$ cat config.mk
export PLATFORM = sky130hd
export DESIGN_NAME = rvc_eot_dumper
export DESIGN_NICKNAME = d
export VERILOG_FILES = /design/src/rtl/rvc_eot_dumper.sv
export SDC_FILE = /design/constraint.sdc
export NUM_CORES = 1
export LEC_CHECK = 0
export ABC_CLOCK_PERIOD_IN_PS = 4500
export BUFFER_PORTS_ARGS = -buffer_cell sky130_fd_sc_hd__clkbuf_2
export CAP_MARGIN = 25
export CORE_ASPECT_RATIO = 1.1
export CORE_UTILIZATION = 48
export CTS_CLUSTER_SIZE = 24
export DETAILED_ROUTE_END_ITERATION = 10
export GPL_TIMING_DRIVEN = 1
export HOLD_SLACK_MARGIN = 0.1
export PLACE_DENSITY = 0.78
export SLEW_MARGIN = 25
export SYNTH_ARGS = -nofsm -noshare
export SYNTH_HDL_FRONTEND = slang
export SYNTH_SLANG_ARGS = --single-unit
export TNS_END_PERCENT = 20
$ cat constraint.sdc
create_clock -name Clock -period 4.5 [get_ports Clock]
set_clock_uncertainty 0.15 [all_clocks]
set_input_delay 0.9 -clock Clock [delete_from_list [all_inputs] [get_ports Clock]]
set_output_delay 0.9 -clock Clock [all_outputs]
set_load 0.01 [all_outputs]
$ cat src/rtl/rvc_eot_dumper.sv
// End-of-test D_MEM dumper: on EBREAK, sweeps D_MEM and streams {byte addr, word} to a sink.
// Latency: EBREAK sampled at edge n -> read request in n+1 -> first DumpValid in n+3; 1 word / 3 cycles.
// Backpressure: DumpValid holds with a stable payload until DumpReady; the sweep pauses while stalled.
//
// Ports:
//   Clock, Rst            core clock, asynchronous active-high reset
//   Instruction           instruction executing in the core; EBREAK_OPC triggers the dump
//   DumpRdEn/DumpRdAddr   D_MEM read request (one cycle, REQ state only) and word-aligned byte address
//   DumpRdData            D_MEM read data, valid the cycle after DumpRdEn
//   DumpValid/DumpReady   stream handshake
//   DumpAddr/DumpData     presented word and its byte address
//   DumpLast              presented word is the last D_MEM word
//   DumpDone              dump finished; sticky until reset
module rvc_eot_dumper #(
  parameter logic [31:0] D_MEM_OFFSET = 32'h0000_1000,
  parameter int          MSB_D_MEM    = 11,
  parameter logic [31:0] EBREAK_OPC   = 32'h0010_0073
) (
  input  logic        Clock,
  input  logic        Rst,
  input  logic [31:0] Instruction,
  output logic        DumpRdEn,
  output logic [31:0] DumpRdAddr,
  input  logic [31:0] DumpRdData,
  output logic        DumpValid,
  input  logic        DumpReady,
  output logic [31:0] DumpAddr,
  output logic [31:0] DumpData,
  output logic        DumpLast,
  output logic        DumpDone
);

  // Byte address of the final word in D_MEM.
  localparam logic [31:0] LAST_ADDR = D_MEM_OFFSET + (32'd1 << (MSB_D_MEM + 1)) - 32'd4;

  typedef enum logic [2:0] {
    IDLE = 3'd0,
    REQ  = 3'd1,
    CAP  = 3'd2,
    SEND = 3'd3,
    DONE = 3'd4
  } state_t;

  state_t      r_state;
  state_t      w_next;
  logic [31:0] r_cnt;
  logic [31:0] r_addr;
  logic [31:0] r_data;
  logic        r_last;
  logic        w_rd_en;
  logic        w_valid;
  logic        w_done;
  logic        w_cap;
  logic        w_adv;

  always_ff @(posedge Clock or posedge Rst) begin
    if (Rst) begin
      r_state <= IDLE;
    end else begin
      r_state <= w_next;
    end
  end

  always_comb begin
    w_next  = r_state;
    w_rd_en = 1'b0;
    w_valid = 1'b0;
    w_done  = 1'b0;
    w_cap   = 1'b0;
    w_adv   = 1'b0;
    case (r_state)
      IDLE: begin
        if (Instruction == EBREAK_OPC) begin
          w_next = REQ;
        end
      end
      REQ: begin
        w_rd_en = 1'b1;
        w_next  = CAP;
      end
      CAP: begin
        w_cap  = 1'b1;
        w_next = SEND;
      end
      SEND: begin
        w_valid = 1'b1;
        if (DumpReady) begin
          if (r_last) begin
            w_next = DONE;
          end else begin
            // Counter only advances below the last word, so it never wraps.
            w_adv  = 1'b1;
            w_next = REQ;
          end
        end
      end
      DONE: begin
        w_done = 1'b1;
      end
      default: begin
        w_next = IDLE;
      end
    endcase
  end

  always_ff @(posedge Clock or posedge Rst) begin
    if (Rst) begin
      r_cnt  <= D_MEM_OFFSET;
      r_addr <= 32'd0;
      r_data <= 32'd0;
      r_last <= 1'b0;
    end else begin
      if (w_cap) begin
        r_addr <= r_cnt;
        r_data <= DumpRdData;
        r_last <= (r_cnt == LAST_ADDR);
      end
      if (w_adv) begin
        r_cnt <= r_cnt + 32'd4;
      end
    end
  end

  assign DumpRdEn   = w_rd_en;
  assign DumpRdAddr = r_cnt;
  assign DumpValid  = w_valid;
  assign DumpAddr   = r_addr;
  assign DumpData   = r_data;
  assign DumpLast   = r_last;
  assign DumpDone   = w_done;

endmodule

# Word level (Yosys, flattened, before mapping)
# Index checks and enable logic that the tools add are counted.
dict set report word_totals {
  out_inout_bits 100
  input_bits 67
  word_cells 28
  mem_bits_ro 0
  latchBits 0
  mem_count 0
  ramBits 0
  reg_bits 100
}
dict set report classes {
  n_bitwise 1
  muxes 11
  reduce_logical 2
  mul 0
  magnitude_cmp 0
  addsub 1
  shifts 0
  div 0
  n_eq_ne 8
}
# op count
set op_table {}
lappend op_table {{adder 32 x 3 -> 32 bit (second input constant)} 1}
lappend op_table {{equality test 32 x 13 -> 1 bit (second input constant)} 1}
lappend op_table {{equality test 32 x 21 -> 1 bit (second input constant)} 1}
lappend op_table {{one-hot mux 3 bit (5 select lines)} 1}
lappend op_table {{two-way mux 3 bit} 3}
lappend op_table {{two-way mux 1 bit} 7}
lappend op_table {{equality test 3 x 2 -> 1 bit (second input constant)} 2}
lappend op_table {{inequality test 2 bit (second input constant)} 2}
lappend op_table {{equality test 3 x 1 -> 1 bit (second input constant)} 1}
lappend op_table {{equality test 3 bit (second input constant)} 1}
lappend op_table {{logical NOT 3 bit} 1}
lappend op_table {{AND reduction 3 bit} 1}
lappend op_table {{inverter 1 bit} 1}

# Logic depth before layout (Yosys ltp)
# Gate-level depths: netlist of run 1.
dict set report logic_depth {
  depth_word 3
  mapped_depth 6
  ltp_nobuf 4
}

# Least setup slack after synthesis of run 1
# Ideal clock, no wire load.
dict set report synth_timing {
  kind {input -> register}
  start {input DumpReady}
  end {register r_cnt[21] (netlist: DumpRdAddr[21])}
  arrival_ns 2.130
  path_stages 6
  setup_ns 0.079
  required_ns 4.271
  path_slack_ns 2.141
  cell_sequence {nand2_1 -> or4_4 -> buf_6 -> buf_12 -> nor3_2 -> xor2_1}
}
dict set report synth_between {
  elab_chain_cells 2
}
# element line_no
set synth_lines {}
lappend synth_lines {{start, declared} 26} ;# input logic DumpReady,
lappend synth_lines {{two-way mux 1 bit} 87} ;# if (DumpReady) begin
lappend synth_lines {{two-way mux 1 bit} 71} ;# case (r_state)
lappend synth_lines {{end signal, assigned} 119} ;# r_cnt <= r_cnt + 32'd4;
lappend synth_lines {{end, declared} 46} ;# logic [31:0] r_cnt;
# No other way between the ends.
# A chain may end at the register's enable or synchronous reset.

# Worst setup path after layout of run 1
dict set report layout_timing {
  start {register r_state[1]}
  end {register r_data[24] (netlist: DumpData[24])}
}
dict set report layout_between {
  elab_chain_cells 2
}
# element line_no
set layout_lines {}
lappend layout_lines {{start, declared} 44} ;# state_t r_state;
lappend layout_lines {{start signal, assigned} 60} ;# r_state <= w_next;
lappend layout_lines {{equality test 3 x 2 -> 1 bit} 71}
lappend layout_lines {{two-way mux 1 bit} 71}
lappend layout_lines {{end signal, assigned} 115} ;# r_data <= DumpRdData;
lappend layout_lines {{end, declared} 48} ;# logic [31:0] r_data;
# No other way between the ends.

==> flow_summary.toml, run 1 <==
[sta]
fmax_ghz = 0.395
maxSlewViolCount = 0
rsz0062_at_grt = "false"
final_hold_viol_count = 0
layout_min_cycle_time_ns = 2.53
setup_violations = 0
setup-tns-final_ns = 0
holdWs_ns = 0.361
tightest_slew_ns = 0.830
timing.final.crit_share = 0.563
slew_headroom = 0.447

[placed_design]
place_congestion = 0.772
numPortBuffers = 162
dp_hpwl_um = 6670
dp_cells = 566

[clock_network]
hold_buffers = 0
tritoncts = "built"
clk_path_buf_depth = 2
post-cts-setup-buffers = 0
clkSinkCount = 96
root_buffer = "clkbuf_8"
numCtsBuffers = 9
clk_pin_slew_ns = 0.09
cts_max_level = 3
clk_latency_ns = 0.35
postCtsResizedCells = 0

[pwr]
p_per_area_nw_per_um2 = 496
leakage_uw = 0.00262
p_total_uw = 2560
ir_drop_uv = 296

[synthesis]
synth_top_cell_by_area = "dfrtp_1"
mappedNetlistArea_um2 = 4090
synth.distinct_cells = 36
synthFlopType = "dfrtp_1"
ys_ff_latch = 96
ys_seq_area_frac = 0.587
syn_inst = 304
yosys_warnings = 0
synth-edff-count = 0
synth-async-reset-ratio = 1.00
synthDominantCellAreaShare = 0.581
yosys-top-cells-area = "dfrtp_1, mux2_2, xor2_1, xnor2_1, nor3_2"
synth_area_per_cell_um2 = 13.5

[finish]
layout.cells.non_filler = 581
multi_input_area_um2 = 1600
syn2layout_area_growth_pct = 26.0
register_area_um2 = 2400
drive_above_1_share = 0.545
fin_nets = 537
postLayoutCoreUtil = 0.638
fillers = 650
antenna_cells = 0

[min_path]
hp-class = "reg -> reg"
hold-path-cell-count = 1
worstHoldStart = "DumpData[30]"
min_to = "DumpData[30]"

[route]
first_iter_violations = 77
routed_via_density = 5.13
wirelength_um = 8970
wl_per_cell_um = 15.4
vias = 2983
first_pass_iters = 4
antenna_left = 0
drc = 0

[critical_path]
worstPathRequired_ns = 4.58
cp_slowest_cell = "buf_4"
reg2regPathDepth = 4
crit_arrival_ns = 2.61
crit_fanout = 45
cp-end-kind = "register"
startpoint_type = "register"
worstSetupPathType = "reg -> reg"
crit_path_max_incr_delay_ns = 0.60
reg2reg_from = "r_state[1]"
cp_cell_sequence = "or2b_1, nor2_4, buf_4, mux2_2"
r2r_end = "DumpData[24]"
r2r_slack_ns = 1.97

[floorplanning]
io_pins = 167
rows = 34
die_h_um = 98.9
core-area_um2 = 8080
die_w_um = 90.1
start_util = 0.507
die_area_um2 = 8900

[grt]
grt-busiest-layer = "met2"
grt.met2_usage = 0.351
met1_usage = 0.258
grt_pass1_wl_um = 14500
grt_max_degree = 71
grt_util_all_layers = 0.205
antenna_found_initial = 0
grt.overflow.total = 0
grt_use_met3 = 0.0424
grt_pass1_vias = 2956

[run]
drv_cap = 0

[status]
status = "completed"
[worst max-delay path: cells and delay by family (launching register included)]
family	cells	cell delay, ns
muxes	1	0.41
and+or+nand+nor	2	0.80
buffers and inverters	1	0.60
DFF	1	0.44
[power breakdown]
part	internal (uW)	total (uW)	switching (uW)
Combinational	438	850	412
Clock	215	494	279
Sequential	1070	1210	143
Total	1730	2560	834
[through the flow]
step	worst slack, ns	area, um^2
final	1.97	5160
after global routing	1.78	5160
after CTS	1.96	5160
after detailed placement	1.91	4990
after global placement	1.95	4990
after floorplan	0.946	4110
[cell usage after synthesis (all sizes together) (2+ instances only)]
cell type  number
nor3b           2
nand2          14
dfrtp          95
and4            4
xor2           17
nor3           20
buf             6
mux2           64
clkbuf          7
nand3          10
nor2            6
nor4           11
and3            2
and2            5
inv             7
xnor2          12
nand4           8
[routing by layer]
metal / wire, um / vias to the layer above
li1: - / 1391
met1: 3910 / 1455
met5: 0 / -
met3: 493 / 18
met2: 4390 / 119
met4: 176 / 0
[state kept, by name, summed over array words and instances (netlist names)]
| register | count |
|---|---|
| DumpAddr | 30 |
| DumpData | 32 |
| DumpLast | 1 |
| DumpRdAddr | 30 |
| r_state | 3 |
[cell families (layout without fill, tap and decap cells)]
kind of cell / Yosys count / in the layout / synth area share
buffers and inverters: 20 / 186 / 0.0278
xor gates and xnor gates: 29 / 29 / 0.0620
and+or+nand+nor: 89 / 89 / 0.136
DFF: 96 / 96 / 0.587
other: 1 / 4 / 0.000916
adders and majority gates: 1 / 1 / 0.00306
AOI/OAI and AO/OA: 4 / 4 / 0.00672
muxes: 64 / 64 / 0.176
[cell type report]
cell class / count / share of cell area
multi-input cells: 191 / 0.309
inverters: 7 / 0.00558
clock buffers: 11 / 0.0274
flip-flops and latches: 96 / 0.466
well taps: 108 / 0.0262
clock inverters: 4 / 0.00582
repair buffers: 164 / 0.160
[placed cells by master (no fill, tap or decap), types with 3 or more instances in the layout]
cell type,count
and2_1,5
xor2_1,17
nor3_2,7
nor3_1,13
nor4_1,8
xnor2_1,12
clkbuf_2,162
dfrtp_1,95
clkbuf_8,10
conb_1,4
inv_1,6
nor2_1,5
and4_1,4
nand2_1,14
nand3_1,10
nand4_1,8
mux2_2,64
nor4_2,3
[how the worst max path moves through the flow]
stage,startpoint,end,slack [ns],cells after the start
floorplan,Rst,DumpAddr[10],0.95,1
global placement,DumpReady,DumpRdAddr[31],1.95,5
detailed placement,DumpReady,DumpRdAddr[30],1.91,5
CTS,r_state[2],DumpAddr[15],1.96,4
global route,r_state[2],DumpData[24],1.78,4
finish,r_state[1],DumpData[24],1.97,4
(Power assumes the default switching activity.)
==> run 2, diff against run 1 <==
--- a/config.mk
+++ b/config.mk
@@ -5,7 +5,7 @@
 export SDC_FILE = /design/constraint.sdc
 export NUM_CORES = 1
 export LEC_CHECK = 0
-export ABC_CLOCK_PERIOD_IN_PS = 4500
+export ABC_CLOCK_PERIOD_IN_PS = 2350
 export BUFFER_PORTS_ARGS = -buffer_cell sky130_fd_sc_hd__clkbuf_2
 export CAP_MARGIN = 25
 export CORE_ASPECT_RATIO = 1.1
==> constraint.sdc (replaced) <==
create_clock -name Clock -period 2.35 [get_ports Clock]
set_clock_uncertainty 0.15 [all_clocks]
set_input_delay 0.47 -clock Clock [delete_from_list [all_inputs] [get_ports Clock]]
set_output_delay 0.47 -clock Clock [all_outputs]
set_load 0.01 [all_outputs]
==> run 2 against run 1 <==
Worst setup slack worse by 1.9 ns; largest cell class unchanged; critical path depth did not move; clock power increased by 140%; highest routed layer unchanged; worst hold slack got worse by 0.17 ns; count of clock-buffer cells in the layout decreased by 2; critical endpoint is now DumpRdAddr[26]; wire length down 1.7%; sequential cell count did not move; first-iteration DRC count down 47%; sequential power grew 91%.
==> flow_summary.toml, run 2 (synthesis gave the netlist of run 1 again) <==
[route]
drc = 0
first_iter_violations = 41
first_pass_iters = 4
wirelength_um = 8810
wl_per_cell_um = 14.9
antenna_left = 0
routed_via_density = 5.03
vias = 2978

[grt]
grt_max_degree = 37
grt_util_all_layers = 0.206
grt_pass1_wl_um = 14700
grt.overflow.total = 0
antenna_found_initial = 0
grt_pass1_vias = 3024

[pwr]
switching_share = 0.315
leakage_uw = 0.00269
p_int_uw = 3560
switching_power_uw = 1630
pwr-share-clk = 0.228
p_per_area_nw_per_um2 = 975
p_seq_frac = 0.446
ir_drop_uv = 695
comb_power_share = 0.326

[clock_network]
clk_path_buf_depth = 2
cts_max_level = 3
clkSinkCount = 96
root_buffer = "clkbuf_8"
clk_latency_ns = 0.35
hold_buffers = 1
clk_pin_slew_ns = 0.10
tritoncts = "built"
postCtsResizedCells = 0
post-cts-setup-buffers = 0
numCtsBuffers = 9

[critical_path]
crit_path_max_incr_delay_ns = 0.68
worstPathRequired_ns = 2.47
crit_fanout = 18
startpoint_type = "register"
cp_slowest_cell = "or4_4"
cp_cell_sequence = "or3b_4, or4_4, nor4_2, xor2_1"
r2r_slack_ns = 0.12
crit_arrival_ns = 2.36
worstSetupPathType = "reg -> reg"
cp-end-kind = "register"

[finish]
drive_above_1_share = 0.556
syn2layout_area_growth_pct = 30.0
layout.cells.non_filler = 592
fillers = 631
largest_register_ffs = 32
fin_nets = 547
final_common_cell = "clkbuf_2"
antenna_cells = 0
final_cell_mix = "clkbuf_2, dfrtp_1, mux2_2"

[floorplanning]
die_area_um2 = 8900
die_h_um = 98.9
start_util = 0.507
core-area_um2 = 8080
rows = 34
io_pins = 167
die_w_um = 90.1

[sta]
maxSlewViolCount = 0
fmax_ghz = 0.448
final_hold_viol_count = 0
rsz0062_at_grt = "false"
setup-tns-final_ns = 0
tightest_slew_ns = 0.529
layout_min_cycle_time_ns = 2.23
setup_violations = 0
slew_headroom = 0.647
timing.final.crit_share = 0.951

[placed_design]
numPortBuffers = 162
dp_cells = 575
place_congestion = 0.785
dp_hpwl_um = 6880

[status]
status = "completed"

[run]
drv_cap = 0

[min_path]
hp-class = "in -> reg"
## run 2: cell types whose count changed in the layout (fill, tap and decap cells not counted), sizes merged
cell         delta
buf             +9
clkbuf          -2
dlygate4sd3     +1
clkinv          -1
clkinvlp        +2
bufinv          +2
## run 2: critical path, delay by kind of cell, from the launching register on
kind | cells | cell delay (ns)
simple gates | 3 | 1.44
xor+xnor | 1 | 0.17
flops | 1 | 0.39
## run 2: power groups by stage
stage,clock [uW],combinational (uW),sequential [uW]
5_1_grt,1270,1840,2370
3_3_place_gp,0,1680,2320
4_1_cts,1210,1730,2320
2_1_floorplan,0,851,2500
3_5_place_dp,0,1720,2350
6_report,1190,1690,2310
## run 2: metal layers
layer | part of all wire | wire length, um | global-route usage | up-vias
met5 | 0 | 0 | 0 | -
met4 | 0.014 | 119 | 0.0583 | 0
met3 | 0.057 | 502 | 0.0340 | 11
met2 | 0.49 | 4350 | 0.352 | 112
met1 | 0.44 | 3840 | 0.274 | 1428
li1 | - | - | - | 1427
## run 2: final cells by class
| type | count | area [um^2] | area share |
|---|---|---|---|
| Clock buffer | 9 | 124 | 0.0233 |
| Clock inverter | 7 | 104 | 0.0195 |
| Inverter | 7 | 30.0 | 0.00564 |
| Multi-Input combinational cell | 191 | 1600 | 0.300 |
| Sequential cell | 96 | 2400 | 0.452 |
| Tap cell | 108 | 135 | 0.0254 |
| Timing Repair Buffer | 174 | 928 | 0.175 |
## run 2: path summary, 6_finish.rpt
path | from | to | depth (start not counted)
max in group asynchronous | Rst | DumpRdAddr[18] | 4
worst min register to register | DumpData[3] | DumpData[3] | 1
worst min-delay path | DumpRdData[28] | DumpData[28] | 2
worst max-delay path | r_state[2] | DumpRdAddr[26] | 4
worst max register to register | r_state[2] | DumpRdAddr[26] | 4
min in group asynchronous | Rst | DumpAddr[27] | 3
## run 2: metrics by stage
stage                util  instance area (um^2)  hold slack, ns  power (uW)  setup slack [ns]
CTS                 0.658                  5320           0.183        5260             0.106
finish              0.658                  5320           0.192        5190             0.116
global route        0.658                  5320           0.183        5490            0.0100
floorplan               -                  4110           0.327        3350             0.180
global placement    0.629                  5080           0.339        4010             0.180
detailed placement  0.629                  5080           0.344        4070             0.126
==> run 3, diff against run 2 <==
--- a/config.mk
+++ b/config.mk
@@ -15,6 +15,7 @@
 export GPL_TIMING_DRIVEN = 1
 export HOLD_SLACK_MARGIN = 0.1
 export PLACE_DENSITY = 0.78
+export SETUP_SLACK_MARGIN = 0.15
 export SLEW_MARGIN = 25
 export SYNTH_ARGS = -nofsm -noshare
 export SYNTH_HDL_FRONTEND = slang
==> run 3 against run 2 <==
Non-clock buffer count increased by 10; global-route usage unchanged; worst hold slack got worse by 0.0031 ns; via count increased by 1.8%; worst setup slack improved by 0.029 ns; first-iteration DRC count increased by 44%; sequential power about the same; power increased by 0.33%; die area unchanged; combinational power about the same; utilization increased by 1.9 points; register-to-register slack improved by 0.03 ns.
==> flow_summary.toml, run 3 (synthesis gave the netlist of run 1 again) <==
[status]
status = "completed"

[floorplanning]
rows = 34
die_w_um = 90.1
start_util = 0.507
die_h_um = 98.9
die_area_um2 = 8900
core-area_um2 = 8080
io_pins = 167

[critical_path]
worstPathRequired_ns = 2.49
worstSetupPathType = "reg -> reg"
startpoint_type = "register"
crit_arrival_ns = 2.34
crit_fanout = 9
r2r_slack_ns = 0.14
cp-end-kind = "register"

[grt]
grt_pass1_vias = 3023
antenna_found_initial = 0
grt_max_degree = 37
grt.overflow.total = 0
grt_util_all_layers = 0.206
grt_pass1_wl_um = 14700

[pwr]
p_seq_frac = 0.444
p_per_area_nw_per_um2 = 951
leakage_uw = 0.00279
pwr-share-clk = 0.228
switching_share = 0.315
ir_drop_uv = 701
p_int_uw = 3570
comb_power_share = 0.327
switching_power_uw = 1640

[placed_design]
dp_hpwl_um = 6880
numPortBuffers = 162
place_congestion = 0.785

[sta]
setup-tns-final_ns = 0
fmax_ghz = 0.453
slew_headroom = 0.615
timing.final.crit_share = 0.938
layout_min_cycle_time_ns = 2.21
maxSlewViolCount = 0
rsz0062_at_grt = "true"
tightest_slew_ns = 0.576
setup_violations = 0
final_hold_viol_count = 0

[min_path]
hp-class = "in -> reg"

[route]
vias = 3032
routed_via_density = 5.04
drc = 0
first_iter_violations = 59
wirelength_um = 9190
wl_per_cell_um = 15.3
first_pass_iters = 4
antenna_left = 0

[finish]
final_cell_mix = "clkbuf_2, dfrtp_1, mux2_2"
antenna_cells = 0
fin_nets = 557
final_common_cell = "clkbuf_2"
postLayoutCoreUtil = 0.677
syn2layout_area_growth_pct = 33.7
drive_above_1_share = 0.573
largest_register_ffs = 32

[clock_network]
clk_latency_ns = 0.35
clkSinkCount = 96
numCtsBuffers = 9
cts_max_level = 3
tritoncts = "built"
root_buffer = "clkbuf_8"
clk_path_buf_depth = 2
clk_pin_slew_ns = 0.10

[run]
drv_cap = 0
## run 3: through the flow
step                hold WS (ns)  instance area [um^2]  setup slack [ns]  power, uW  instances
global route               0.184                  5470            0.0772       5500        602
detailed placement         0.344                  5080             0.126       4070        575
CTS                        0.183                  5320             0.204       5260        592
global placement           0.339                  5080             0.180       4010        575
floorplan                  0.327                  4110             0.180       3350        307
finish                     0.189                  5470             0.145       5210        602
## run 3: path summary, 6_finish.rpt
kind,startpoint,endpoint,depth (start not counted)
worst max-delay path,DumpLast,DumpRdAddr[30],5
worst max register to register,DumpLast,DumpRdAddr[30],5
max in group asynchronous,Rst,DumpRdAddr[18],4
worst min register to register,DumpData[3],DumpData[3],1
worst min-delay path,DumpRdData[28],DumpData[28],2
min in group asynchronous,Rst,DumpAddr[27],3
## run 3: power groups by stage
| stage | Clock (uW) | Sequential, uW | Combinational (uW) |
|---|---|---|---|
| after global placement | 0 | 2320 | 1680 |
| after floorplan | 0 | 2500 | 851 |
| after detailed placement | 0 | 2350 | 1720 |
| after global routing | 1280 | 2380 | 1850 |
| final | 1190 | 2310 | 1700 |
| after CTS | 1210 | 2320 | 1730 |
## run 3: worst max-delay path, stage by stage, from the launching register on
cell and delay (ns):
dfrtp_1 0.39, or3b_4 0.40, or4_4 0.56, buf_4 0.21, nor4_4 0.27, xor2_1 0.16
## run 3: area by class of cell
type | instances | area (um^2)
Clock buffer | 9 | 124
Clock inverter | 7 | 104
Fill cell | 624 | 2610
Inverter | 7 | 30.0
Multi-Input combinational cell | 191 | 1660
Sequential cell | 96 | 2400
Tap cell | 108 | 135
Timing Repair Buffer | 184 | 1020
## run 3: repair_timing
action,CTS,global route
setup endpoints to repair,4,5
hold buffers,1,0
resized for setup,0,10
setup buffers,0,10
pin swaps,1,3
hold endpoints to repair,19,0
## run 3: per-layer routing
| layer | wire [um] | global-route usage |
|---|---|---|
| met1 | 3940 | 0.274 |
| met2 | 4660 | 0.352 |
| met5 | 0 | 0 |
| met4 | 121 | 0.0583 |
| met3 | 469 | 0.0340 |
